===== src/rtl/uart_rx_if.sv =====
`default_nettype none
// ---------------------------------------------------------------------------
// uart_rx_if : load-path bus between the core and the UART receive peripheral
// Rev 1.0 - initial release
// ---------------------------------------------------------------------------
interface uart_rx_if;
  logic        rEn;
  logic        addr;
  logic [31:0] rdata;
  logic        irq;

  modport master (output rEn, output addr, input rdata, input irq);
  modport slave  (input rEn, input addr, output rdata, output irq);
endinterface
`default_nettype wire


===== src/rtl/uart_rx.sv =====
`default_nettype none
// ---------------------------------------------------------------------------
// uart_rx : 8N1 UART receiver with byte FIFO and DATA/STATUS read registers
// Optional even-parity bit when UART_RX_PARITY_EN is defined.
// Rev 1.0 - initial release
// ---------------------------------------------------------------------------
module uart_rx #(
  parameter int CLKS_PER_BIT = 16,
  parameter int FIFO_DEPTH   = 4
) (
  input  wire logic clk,
  input  wire logic rst,
  input  wire logic rx,
  uart_rx_if.slave  bus
);

  localparam int CNT_W   = $clog2(CLKS_PER_BIT);
  localparam int PTR_W   = $clog2(FIFO_DEPTH);
  localparam int OCC_W   = PTR_W + 1;
  localparam logic [CNT_W-1:0] HALF_BIT = CNT_W'(CLKS_PER_BIT / 2 - 1);
  localparam logic [CNT_W-1:0] FULL_BIT = CNT_W'(CLKS_PER_BIT - 1);
  localparam logic [OCC_W-1:0] DEPTH_C  = OCC_W'(FIFO_DEPTH);

  typedef enum logic [2:0] {
    S_IDLE      = 3'd0,
    S_START     = 3'd1,
    S_DATA      = 3'd2,
    S_STOP      = 3'd3,
`ifdef UART_RX_PARITY_EN
    S_PARITY    = 3'd5,
`endif
    S_WAIT_IDLE = 3'd4
  } state_t;

  state_t            state_q, state_d;
  logic              sync1_q, sync1_d, sync2_q, sync2_d;
  logic [CNT_W-1:0]  cnt_q, cnt_d;
  logic [2:0]        bit_q, bit_d;
  logic [7:0]        shift_q, shift_d;
  logic [PTR_W-1:0]  wr_ptr_q, wr_ptr_d, rd_ptr_q, rd_ptr_d;
  logic [OCC_W-1:0]  count_q, count_d;
  logic [7:0]        mem_q [FIFO_DEPTH];
  logic              overrun_q, overrun_d;
  logic              frame_err_q, frame_err_d;
  logic [31:0]       rdata_q, rdata_d;
  logic              irq_q, irq_d;
  logic              parity_flag;
  logic              push, push_ok, pop, full, status_rd, frame_ev, rx_s;
  logic [31:0]       status_word;

`ifdef UART_RX_PARITY_EN
  logic par_bad_q, par_bad_d, par_ev;
  logic parity_err_q, parity_err_d;
`endif

  assign rx_s    = sync2_q;
  assign sync1_d = rx;
  assign sync2_d = sync1_q;

  always_comb begin
    state_d  = state_q;
    cnt_d    = cnt_q;
    bit_d    = bit_q;
    shift_d  = shift_q;
    push     = 1'b0;
    frame_ev = 1'b0;
`ifdef UART_RX_PARITY_EN
    par_bad_d = par_bad_q;
    par_ev    = 1'b0;
`endif
    case (state_q)
      S_IDLE: begin
        cnt_d = '0;
        if (!rx_s) state_d = S_START;
      end
      S_START: begin
        if (cnt_q == HALF_BIT) begin
          cnt_d = '0;
          bit_d = '0;
`ifdef UART_RX_PARITY_EN
          par_bad_d = 1'b0;
`endif
          state_d = rx_s ? S_IDLE : S_DATA;
        end else begin
          cnt_d = cnt_q + 1'b1;
        end
      end
      S_DATA: begin
        if (cnt_q == FULL_BIT) begin
          cnt_d   = '0;
          shift_d = {rx_s, shift_q[7:1]};
          bit_d   = bit_q + 1'b1;
          if (bit_q == 3'd7) begin
`ifdef UART_RX_PARITY_EN
            state_d = S_PARITY;
`else
            state_d = S_STOP;
`endif
          end
        end else begin
          cnt_d = cnt_q + 1'b1;
        end
      end
`ifdef UART_RX_PARITY_EN
      S_PARITY: begin
        if (cnt_q == FULL_BIT) begin
          cnt_d     = '0;
          par_bad_d = ^{shift_q, rx_s};
          par_ev    = par_bad_d;
          state_d   = S_STOP;
        end else begin
          cnt_d = cnt_q + 1'b1;
        end
      end
`endif
      S_STOP: begin
        if (cnt_q == FULL_BIT) begin
          cnt_d = '0;
          if (rx_s) begin
`ifdef UART_RX_PARITY_EN
            push = !par_bad_q;
`else
            push = 1'b1;
`endif
            state_d = S_IDLE;
          end else begin
            // Line held low past the stop bit: wait for idle so a break
            // cannot start a bogus frame.
            frame_ev = 1'b1;
            state_d  = S_WAIT_IDLE;
          end
        end else begin
          cnt_d = cnt_q + 1'b1;
        end
      end
      S_WAIT_IDLE: begin
        if (rx_s) state_d = S_IDLE;
      end
      default: state_d = S_IDLE;
    endcase
  end

  // Pop is served first, so a push into a full FIFO during a pop fits.
  assign status_rd = bus.rEn && bus.addr;
  assign pop       = bus.rEn && !bus.addr && (count_q != '0);
  assign full      = (count_q == DEPTH_C);
  assign push_ok   = push && (!full || pop);

`ifdef UART_RX_PARITY_EN
  assign parity_flag  = parity_err_q;
  assign parity_err_d = (parity_err_q && !status_rd) || par_ev;
`else
  assign parity_flag  = 1'b0;
`endif

  assign status_word = {16'b0, 8'(count_q), 3'b0, parity_flag, frame_err_q,
                        overrun_q, full, (count_q != '0)};

  always_comb begin
    wr_ptr_d    = push_ok ? wr_ptr_q + 1'b1 : wr_ptr_q;
    rd_ptr_d    = pop ? rd_ptr_q + 1'b1 : rd_ptr_q;
    count_d     = count_q;
    if (push_ok && !pop) count_d = count_q + 1'b1;
    if (!push_ok && pop) count_d = count_q - 1'b1;
    overrun_d   = (overrun_q && !status_rd) || (push && !push_ok);
    frame_err_d = (frame_err_q && !status_rd) || frame_ev;
    irq_d       = (count_d != '0);
    rdata_d     = rdata_q;
    if (bus.rEn) begin
      if (bus.addr) rdata_d = status_word;
      else if (count_q != '0) rdata_d = {23'b0, 1'b1, mem_q[rd_ptr_q]};
      else rdata_d = '0;
    end
  end

  always_ff @(posedge clk) begin
    if (push_ok) mem_q[wr_ptr_q] <= shift_q;
  end

  always_ff @(posedge clk) begin
    if (!rst) begin
      state_q     <= S_IDLE;
      sync1_q     <= 1'b1;
      sync2_q     <= 1'b1;
      cnt_q       <= '0;
      bit_q       <= '0;
      shift_q     <= '0;
      wr_ptr_q    <= '0;
      rd_ptr_q    <= '0;
      count_q     <= '0;
      overrun_q   <= 1'b0;
      frame_err_q <= 1'b0;
      rdata_q     <= '0;
      irq_q       <= 1'b0;
`ifdef UART_RX_PARITY_EN
      par_bad_q    <= 1'b0;
      parity_err_q <= 1'b0;
`endif
    end else begin
      state_q     <= state_d;
      sync1_q     <= sync1_d;
      sync2_q     <= sync2_d;
      cnt_q       <= cnt_d;
      bit_q       <= bit_d;
      shift_q     <= shift_d;
      wr_ptr_q    <= wr_ptr_d;
      rd_ptr_q    <= rd_ptr_d;
      count_q     <= count_d;
      overrun_q   <= overrun_d;
      frame_err_q <= frame_err_d;
      rdata_q     <= rdata_d;
      irq_q       <= irq_d;
`ifdef UART_RX_PARITY_EN
      par_bad_q    <= par_bad_d;
      parity_err_q <= parity_err_d;
`endif
    end
  end

  assign bus.rdata = rdata_q;
  assign bus.irq   = irq_q;

endmodule
`default_nettype wire

===== src/flat_wrapper.sv =====
// flat-port wrapper written by rule: the top's interface ports become plain ports
module uart_rx_flat 
#(
  parameter int CLKS_PER_BIT = 16,
  parameter int FIFO_DEPTH   = 4
)
  (clk, rst, rx, bus_rEn, bus_addr, bus_rdata, bus_irq);
  uart_rx_if bus_i ();
  input  wire logic clk;
  input  wire logic rst;
  input  wire logic rx;
  input wire logic [$bits(bus_i.rEn)-1:0] bus_rEn;
  input wire logic [$bits(bus_i.addr)-1:0] bus_addr;
  output wire logic [$bits(bus_i.rdata)-1:0] bus_rdata;
  output wire logic [$bits(bus_i.irq)-1:0] bus_irq;
  assign bus_i.rEn = bus_rEn;
  assign bus_i.addr = bus_addr;
  assign bus_rdata = bus_i.rdata;
  assign bus_irq = bus_i.irq;
  uart_rx #(.CLKS_PER_BIT(CLKS_PER_BIT), .FIFO_DEPTH(FIFO_DEPTH)) u_core (.clk(clk), .rst(rst), .rx(rx), .bus(bus_i));
endmodule

===== config.mk =====
export PLATFORM = sky130hd
export DESIGN_NAME = uart_rx_flat
export DESIGN_NICKNAME = d
export VERILOG_FILES = /design/src/rtl/uart_rx_if.sv /design/src/rtl/uart_rx.sv /design/src/flat_wrapper.sv
export SDC_FILE = /design/constraint.sdc
export NUM_CORES = 1
export LEC_CHECK = 0
export ABC_AREA = 1
export CAP_MARGIN = 20
export CORE_MARGIN = 4
export CORE_UTILIZATION = 56
export CTS_BUF_LIST = sky130_fd_sc_hd__clkbuf_16
export DETAILED_ROUTE_END_ITERATION = 8
export PLACE_DENSITY_LB_ADDON = 0.12
export SYNTH_ARGS = -nofsm -noshare
export SYNTH_HDL_FRONTEND = slang
export SYNTH_SLANG_ARGS = --single-unit

===== constraint.sdc =====
create_clock -name clk -period 2.4 [get_ports clk]
set_clock_uncertainty 0.05 [all_clocks]
set_input_delay 0.36 -clock clk [delete_from_list [all_inputs] [get_ports clk]]
set_output_delay 0.36 -clock clk [all_outputs]
set_load 0.01 [all_outputs]

==> key figures, run 1 <==
Run status
  • Status: finished, final reports clean

Clocking
  • PostCTS Resize Cnt: 0
  • Max clock buf depth: 2
  • H-tree depth: 3
  • CTS Sinks: 75
  • Worst skew pair latency: 0.33 ns
  • CTS tree: yes
  • Root Driver: clkbuf_16
  • Setup bufs post-CTS: 0
  • CTS Buf Count: 9
  • CTS clk-pin slew, worst paths: 0.06 ns
  • Hold-fix buffers, CTS: 0

Logic synthesis
  • Syn Std Cell Area: 0.00338 mm^2
  • Netlist cell types: 39
  • Yosys warns: 0
  • Ys async rst share: 0%
  • Main flop type after synthesis: dfxtp_1
  • Seq/Total Area, Yosys: 53.9%
  • Synth Area per Inst: 9.58 um^2
  • Synth Instances: 353
  • Post-synth EDFFs: 32
  • Yosys reg bits: 75

Detailed routing
  • Total Wirelength: 6150 um
  • Vias per cell: 5.07
  • 1st-iter DRT viols: 178
  • Post-DR wirelength/cell: 13.5 um
  • DRC viols: 0
  • Router iterations before antenna repair: 4
  • Final ANT Viol Nets: 0
  • Total number of vias: 2312

STA
  • Slew HR: 62.5%
  • Final Max Tran Viols: 0
  • Worst-Margin Slew: 0.560 ns
  • Fmax: 535 MHz
  • RSZ-0062 raised after global routing: no
  • Final worst-path cycle share: 77.9%
  • Fin. Hold Viols: 0
  • Final setup fails: 0
  • Minimum clock period: 1.87 ns
  • Final setup TNS: 0 ns

Min path
  • Worst Hold Launch: u_core.sync1_q$_SDFF_PN1_
  • Worst Hold Class: flop to flop

GRT
  • Initial antenna violation count: 0
  • Vias in the first global route: 2230
  • Grt ovf: 0
  • Largest net degree at the start of global routing: 19
  • GRT Total Usage: 19.0%
  • First-pass GRT wire length: 10600 um

Layout
  • Commonest non-fill, non-tap cell in the layout: nand2_1
  • Layout Cell Area excl Fill: 0.00387 mm^2
  • Nets: 391
  • Ant diodes: 0
  • Most frequent cells in the layout: nand2_1, dfxtp_1, nor2_1
  • Area grow syn2layout: 14.4%
  • Filler cell count in the final layout: 484
  • Finished Layout Cells: 456
  • Layout cells sized above 1: 13.9%

Placement
  • DP HPWL: 4400 um
  • Area after DPL: 0.00355 mm^2
  • Cell total after placement: 440
  • Routability Congestion: 0.885
  • IO buf count: 16

Setup path
  • CP top delay family: simple AND/OR/NAND/NOR gates
  • CP max stage cell: nor2_1
  • Critical setup path kind: flop to flop
  • R2R Path Start: u_core.cnt_q[0]$_SDFFE_PN0P_
  • Critical path endpoint category: flop
  • Worst path cell trace: ha_1 > nand3_2 > nor2_1 > inv_1 > nor2_1 > nor2_1
  • Buf/Inv on CP: 1
  • Setup crit start kind: flop
  • Crit-path max FO: 11
  • CP Data Required Time: 2.57 ns
  • WP data arrival: 2.04 ns
  • Most used cell, CP: nor2_1
  • Slowest stage delay, CP: 0.49 ns
  • Critical path startpoint: u_core.cnt_q[0]$_SDFFE_PN0P_

Floorplanning
  • I/O pin total: 38
  • Starting Density: 57.4%
  • Row cnt: 28
  • Die ar.: 0.00734 mm^2
  • Core area: 0.00589 mm^2
  • Die W: 85.7 um
  • Die H: 85.7 um

Pwr
  • Seq pwr share: 42.9%
  • Internal power: 0.00244 W
  • Clock Power Share: 42.1%
  • PD cells: 859 mW/mm^2
  • P_sw: 0.000887 W
  • Leakage: 1.64 nW
  • Switching share of power: 26.7%
  • Comb pwr share: 15.0%
  • Worst VDD drop: 0.000633 V

Run
  • Max-cap viol count: 0
[cell type report]
| cell class | count | area (um^2) | area share (%) |
|---|---|---|---|
| timing repair buffer | 25 | 228 | 5.89 |
| tap | 75 | 93.8 | 2.43 |
| sequential | 75 | 1820 | 47.1 |
| clock buffer | 9 | 225 | 5.82 |
| inverter | 32 | 125 | 3.24 |
| clock inverter | 7 | 92.6 | 2.39 |
| multi-input combinational | 233 | 1280 | 33.1 |
[Yosys cell counts, types with 2 or more instances]
| master | n | area share (%) |
|---|---|---|
| nand4_2 | 2 | 0.74 |
| or2_2 | 2 | 0.37 |
| nand3_2 | 3 | 0.89 |
| nand4_1 | 2 | 0.37 |
| xor2_1 | 5 | 1.3 |
| ha_1 | 10 | 3.7 |
| edfxtp_1 | 32 | 28 |
| buf_4 | 24 | 5.3 |
| inv_1 | 25 | 2.8 |
| buf_2 | 5 | 0.74 |
| o21ai_2 | 2 | 0.52 |
| a22o_1 | 2 | 0.52 |
| a21oi_2 | 4 | 1.0 |
| o22ai_1 | 7 | 1.3 |
| nand2_2 | 7 | 1.3 |
| inv_4 | 2 | 0.37 |
| clkbuf_1 | 2 | 0.22 |
| a21oi_1 | 22 | 3.3 |
| mux2i_1 | 7 | 2.1 |
| nor2_1 | 42 | 4.7 |
| dfxtp_1 | 43 | 25 |
| o21ai_0 | 22 | 3.3 |
| o21ai_1 | 2 | 0.30 |
| nand3_1 | 13 | 1.9 |
| inv_2 | 4 | 0.44 |
| nand2_1 | 49 | 5.4 |
[registers in the layout, indices dropped and copies added, names as in the netlist, named ones only]
name / flops
u_core.sync1_q: 1
u_core.rd_ptr_q: 2
u_core.state_q: 3
u_core.bus.irq: 1
u_core.frame_err_q: 1
u_core.shift_q: 8
u_core.rx_s: 1
u_core.bus.rdata: 11
u_core.overrun_q: 1
u_core.cnt_q: 4
u_core.bit_q: 3
u_core.count_q: 3
u_core.wr_ptr_q: 2
u_core.mem_q: 32
[power groups by stage]
| stage | combinational [W] | sequential (W) | clock, W |
|---|---|---|---|
| 2_1_floorplan | 0.000471 | 0.00142 | 0 |
| 3_3_place_gp | 0.000495 | 0.00145 | 0 |
| 3_5_place_dp | 0.000497 | 0.00145 | 0 |
| 4_1_cts | 0.000500 | 0.00143 | 0.00142 |
| 5_1_grt | 0.000575 | 0.00143 | 0.00148 |
| 6_report | 0.000500 | 0.00143 | 0.00140 |
[per-stage QoR]
stage	utilization (%)	hold WS (ns)	power [W]	worst slack, ns
after CTS	65.7	0.377	0.00334	0.522
after global placement	60.3	0.346	0.00195	0.408
final	65.7	0.373	0.00332	0.529
after global routing	65.7	0.380	0.00349	0.263
after floorplan	-	0.343	0.00189	0.579
after detailed placement	60.3	0.368	0.00195	0.394
[cells by family after synthesis]
logic type	Yosys count	share of synthesized area, %
simple gates	124	17.2
flops	75	53.9
compound gates	66	11.3
buf+inv	65	10.4
fa+ha+maj	10	3.70
mux	7	2.07
xor+xnor	5	1.30
other cells	1	0.111
[layer usage]
metal  part of all wire, %  up-vias  track usage [%]
li1                      -     1188                -
met1                    47     1048             25.7
met2                    44       66             29.0
met3                   6.7       10             3.75
met4                   1.4        0             9.78
met5                     0        -                0
[path summary, 6_finish.rpt]
path / depth (start not counted) / slack, ns / to
worst min register to register: 1 / 0.37 / u_core.rx_s$_SDFF_PN1_
worst max register to register: 6 / 0.53 / u_core.shift_q[6]$_SDFFE_PN0P_
worst min-delay path: 1 / 0.37 / u_core.rx_s$_SDFF_PN1_
worst max-delay path: 6 / 0.53 / u_core.shift_q[6]$_SDFFE_PN0P_
Power figures use the tool's default switching activity.
==> run 2, diff against run 1 <==
Settings changed: CORE_UTILIZATION 56 to 50.
Clock period 2.4 ns to 1.7 ns, I/O delays scaled along.
==> key figures, run 2 (synthesis gave the netlist of run 1 again) <==
Run status
  • Status: finished, final reports clean

GRT
  • First-pass GRT wire length: 11200 um
  • Met2 Use GR: 27.7%
  • Grt ovf: 0
  • Top Usage Layer GRT: met2
  • GRT Total Usage: 17.4%
  • Vias in the first global route: 2301
  • Global routing usage on met1: 23.1%
  • Largest net degree at the start of global routing: 19
  • Initial antenna violation count: 0
  • GR Layer Usage met3: 5.51%

Detailed routing
  • Post-DR wirelength/cell: 14.1 um
  • Router iterations before antenna repair: 5
  • DRC viols: 0
  • Final ANT Viol Nets: 0
  • Total number of vias: 2385
  • Vias per cell: 5.00
  • 1st-iter DRT viols: 68
  • Total Wirelength: 6720 um

Placement
  • DP HPWL: 4760 um
  • Cell total after placement: 459
  • Area after DPL: 0.00368 mm^2
  • IO buf count: 16
  • Routability Congestion: 0.784

Pwr
  • PD cells: 1210 mW/mm^2
  • Seq pwr share: 39.9%
  • Clock Power Share: 43.2%
  • P_sw: 0.00128 W
  • Leakage: 1.75 nW
  • Comb pwr share: 16.9%
  • Internal power: 0.00366 W
  • Worst VDD drop: 0.00112 V
  • Switching share of power: 25.9%

Setup path
  • CP Data Required Time: 1.68 ns
  • Critical setup path kind: flop to flop
  • Critical path endpoint category: flop
  • Crit-path max FO: 8
  • WP data arrival: 1.63 ns
  • Setup crit start kind: flop

STA
  • Fin. Hold Viols: 0
  • Fmax: 607 MHz
  • Final worst-path cycle share: 96.9%
  • Final setup fails: 0
  • Final setup TNS: 0 ns
  • Minimum clock period: 1.65 ns
  • Final Max Tran Viols: 0

Clocking
  • H-tree depth: 3
  • CTS Sinks: 75
  • CTS tree: yes
  • CTS clk-pin slew, worst paths: 0.06 ns
  • Root Driver: clkbuf_16
  • Max clock buf depth: 2
  • Worst skew pair latency: 0.33 ns
  • CTS Buf Count: 9

Min path
  • Worst Hold Class: flop to flop

Floorplanning
  • Die W: 90.2 um
  • Core area: 0.00646 mm^2
  • Die H: 90.2 um
  • Die ar.: 0.00814 mm^2
  • I/O pin total: 38
  • Starting Density: 52.3%
  • Row cnt: 29

Layout
  • Commonest non-fill, non-tap cell in the layout: nand2_1
  • Layout Cell Area excl Fill: 0.00409 mm^2
  • Most frequent cells in the layout: nand2_1, dfxtp_1, nor2_1
  • Ant diodes: 0
  • Area grow syn2layout: 20.8%
  • Nets: 410
  • Largest reg by FF count: u_core.mem_q
  • Max reg flops: 32
  • Filler cell count in the final layout: 535
  • Layout cells sized above 1: 21.3%
  • Finished Layout Cells: 477

Run
  • Max-cap viol count: 0
run 2: changes by cell type in the layout (fill, tap and decap cells not counted), moves of 2 or more:
cell / previous run / this run
nor2_2: 0 / 4
buf_4: 9 / 28
nor2_1: 42 / 38
clkinv_2: 0 / 2
inv_1: 25 / 23
clkinv_1: 3 / 1
dfxtp_2: 0 / 3
ha_1: 10 / 8
dfxtp_1: 43 / 40
ha_4: 0 / 2
run 2: repair_timing:
action                                 CTS  global route
gates resized for setup                  1            15
hold buffers                             0             0
endpoints found under the hold margin    0             0
setup endpoints to repair                7            51
setup buffers                            0             2
pin swaps                                0             5
run 2: worst paths after layout:
kind | cells after the start | slack [ns] | to | start
worst max register to register | 6 | 0.05 | u_core.mem_q[2][2]$_DFFE_PP_ | u_core.cnt_q[0]$_SDFFE_PN0P_
worst min-delay path | 1 | 0.37 | u_core.rx_s$_SDFF_PN1_ | u_core.sync1_q$_SDFF_PN1_
worst min register to register | 1 | 0.37 | u_core.rx_s$_SDFF_PN1_ | u_core.sync1_q$_SDFF_PN1_
worst max-delay path | 6 | 0.05 | u_core.mem_q[2][2]$_DFFE_PP_ | u_core.cnt_q[0]$_SDFFE_PN0P_
run 2: layout make-up:
class                           count  area, um^2  area share (%)
Clock buffer                        9         225            5.51
Tap cell                           77        96.3            2.36
Timing Repair Buffer               44         370            9.07
Clock inverter                      7         116            2.85
Sequential cell                    75        1830            44.7
Inverter                           32         128            3.12
Multi-Input combinational cell    233        1320            32.4
run 2: power by group through the flow:
stage | clock (W) | sequential, W | combinational (W)
floorplan | 0 | 0.00201 | 0.000665
global placement | 0 | 0.00200 | 0.000812
detailed placement | 0 | 0.00200 | 0.000811
CTS | 0.00216 | 0.00196 | 0.000814
global route | 0.00224 | 0.00197 | 0.000952
finish | 0.00213 | 0.00197 | 0.000835
run 2: critical path, stage by stage, from the launching register on:
cell     delay [ns]
dfxtp_2        0.37
ha_4           0.15
nand4_1        0.14
nor2_2         0.23
o21ai_4        0.12
nor2_1         0.12
buf_4          0.17
run 2: through the flow:
| step | utilization (%) | hold WS [ns] | total power [W] | worst slack, ns |
|---|---|---|---|---|
| after floorplan | - | 0.312 | 0.00267 | -0.121 |
| after global placement | 57.0 | 0.354 | 0.00281 | -0.0916 |
| after detailed placement | 57.0 | 0.363 | 0.00281 | -0.0952 |
| after CTS | 62.3 | 0.377 | 0.00493 | 0.0195 |
| after global routing | 63.3 | 0.382 | 0.00516 | -0.00626 |
| final | 63.3 | 0.370 | 0.00494 | 0.0527 |
run 2: metal layers:
layer | vias to the layer above | part of all wire (%) | wire length [um]
li1 | 1222 | - | -
met1 | 1102 | 47 | 3150
met2 | 59 | 48 | 3230
met3 | 2 | 4.7 | 316
met4 | 0 | 0.48 | 32
met5 | - | 0 | 0
==> run 3, diff against run 2 <==
Settings changed: SKIP_LAST_GASP from default to 1.
==> key figures, run 3 (synthesis gave the netlist of run 1 again) <==
Detailed routing
  • Vias per cell: 5.01
  • Post-DR wirelength/cell: 14.0 um
  • Total Wirelength: 6700 um
  • 1st-iter DRT viols: 79
  • DRC viols: 0
  • Total number of vias: 2389
  • Final ANT Viol Nets: 0
  • Router iterations before antenna repair: 4

Pwr
  • P_sw: 0.00127 W
  • PD cells: 1210 mW/mm^2
  • Worst VDD drop: 0.00112 V
  • Clock Power Share: 43.1%
  • Comb pwr share: 16.9%
  • Seq pwr share: 39.9%
  • Leakage: 1.75 nW
  • Switching share of power: 25.8%
  • Internal power: 0.00366 W

Setup path
  • R2R Path Start: u_core.cnt_q[0]$_SDFFE_PN0P_
  • CP Data Required Time: 1.68 ns
  • R2r setup slk: 0.06 ns
  • Crit-path max FO: 8
  • Setup crit start kind: flop
  • Reg-to-Reg End: u_core.mem_q[2][3]$_DFFE_PP_
  • Worst Reg-to-Reg Cells: 6
  • WP data arrival: 1.62 ns
  • Critical path endpoint category: flop
  • Critical setup path kind: flop to flop

Placement
  • DP HPWL: 4760 um
  • Routability Congestion: 0.784
  • IO buf count: 16
  • Cell total after placement: 459

GRT
  • Vias in the first global route: 2301
  • Top Usage Layer GRT: met2
  • First-pass GRT wire length: 11200 um
  • Grt ovf: 0
  • GRT Total Usage: 17.4%
  • Initial antenna violation count: 0
  • GR Layer Usage met3: 5.51%
  • Met2 Use GR: 27.7%
  • Largest net degree at the start of global routing: 19
  • Global routing usage on met1: 23.1%

Layout
  • Most frequent cells in the layout: nand2_1, dfxtp_1, nor2_1
  • Nets: 410
  • Finished Layout Cells: 477
  • Commonest non-fill, non-tap cell in the layout: nand2_1
  • FF/Latch Area: 0.00183 mm^2
  • Filler cell count in the final layout: 535
  • Ant diodes: 0
  • Layout cells sized above 1: 21.3%
  • Max reg flops: 32
  • Largest reg by FF count: u_core.mem_q
  • Area grow syn2layout: 20.5%
  • Area occupied by multi-input gates: 0.00131 mm^2
  • Final Util: 63.1%

Floorplanning
  • Die ar.: 0.00814 mm^2
  • Core area: 0.00646 mm^2
  • Row cnt: 29
  • Starting Density: 52.3%
  • I/O pin total: 38
  • Die W: 90.2 um
  • Die H: 90.2 um

STA
  • Final setup fails: 0
  • Fmax: 609 MHz
  • Fin. Hold Viols: 0
  • Final setup TNS: 0 ns
  • Minimum clock period: 1.64 ns
  • Final Max Tran Viols: 0
  • RSZ-0062 raised after global routing: yes
  • Final worst-path cycle share: 96.6%

Clocking
  • CTS Buf Count: 9
  • Max clock buf depth: 2
  • Root Driver: clkbuf_16
  • H-tree depth: 3
  • Worst skew pair latency: 0.32 ns
  • CTS Sinks: 75
  • CTS clk-pin slew, worst paths: 0.06 ns
  • CTS tree: yes

Run
  • Max-cap viol count: 0

Min path
  • WHS Path Cells: 1
  • Hold Path Sink: u_core.rx_s$_SDFF_PN1_
  • Worst Hold Launch: u_core.sync1_q$_SDFF_PN1_
  • Worst Hold Class: flop to flop

Run status
  • Status: finished, final reports clean
==> run 3: cell counts in the layout (fill, tap and decap cells not counted) <==
Identical to the previous run, type by type.
==> run 3: worst max path at each step <==
stage	to	depth (start not counted)	slack, ns	start
5_1_grt	u_core.mem_q[2][2]$_DFFE_PP_	6	-0.006	u_core.cnt_q[0]$_SDFFE_PN0P_
2_1_floorplan	u_core.mem_q[0][0]$_DFFE_PP_	5	-0.12	u_core.cnt_q[0]$_SDFFE_PN0P_
6_report	u_core.mem_q[2][3]$_DFFE_PP_	6	0.06	u_core.cnt_q[0]$_SDFFE_PN0P_
3_3_place_gp	u_core.mem_q[1][2]$_DFFE_PP_	8	-0.09	bus_rEn
3_5_place_dp	u_core.mem_q[3][7]$_DFFE_PP_	8	-0.1	bus_rEn
4_1_cts	u_core.mem_q[1][6]$_DFFE_PP_	8	0.02	u_core.count_q[1]$_SDFF_PN0_
==> run 3: cell type report <==
class	instances	share of cell area, %
inverter	32	3.13
clock inverter	7	2.86
sequential	75	44.8
tap	77	2.36
timing repair buffer	44	9.09
clock buffer	9	5.53
multi-input combinational	233	32.2
==> run 3: timing repair <==
item / CTS / global route
buffers inserted: 0 / 2
pin swaps: 0 / 5
resized for setup: 1 / 14
hold buffers: 0 / 0
hold endpoints to repair: 0 / 0
endpoints found under the setup margin: 7 / 51
==> run 3: layer usage <==
layer | up-vias | share of wire (%) | routed length (um)
met3 | 2 | 4.7 | 315
met4 | 0 | 0.48 | 32
met1 | 1106 | 47 | 3170
met5 | - | 0 | 0
li1 | 1221 | - | -
met2 | 60 | 47 | 3180
==> run 3: critical path: stages, from the launching register on <==
cell and delay, ns:
dfxtp_2 0.37, ha_4 0.15, nand4_1 0.14, nor2_2 0.22, o21ai_4 0.12, nor2_1 0.12, buf_4 0.17
==> run 3: power by group through the flow <==
stage | logic (W) | clock network [W] | registers (W)
2_1_floorplan | 0.000665 | 0 | 0.00201
4_1_cts | 0.000814 | 0.00216 | 0.00196
3_3_place_gp | 0.000812 | 0 | 0.00200
3_5_place_dp | 0.000811 | 0 | 0.00200
6_report | 0.000835 | 0.00213 | 0.00197
5_1_grt | 0.000952 | 0.00224 | 0.00197
==> run 3: per-stage QoR <==
step / total power, W / hold slack (ns) / setup slack (ns) / area, um^2
finish: 0.00493 / 0.370 / 0.0585 / 4080
global route: 0.00516 / 0.382 / -0.00626 / 4080
CTS: 0.00493 / 0.377 / 0.0195 / 4020
detailed placement: 0.00281 / 0.363 / -0.0952 / 3680
global placement: 0.00281 / 0.354 / -0.0916 / 3680
floorplan: 0.00267 / 0.312 / -0.121 / 3460
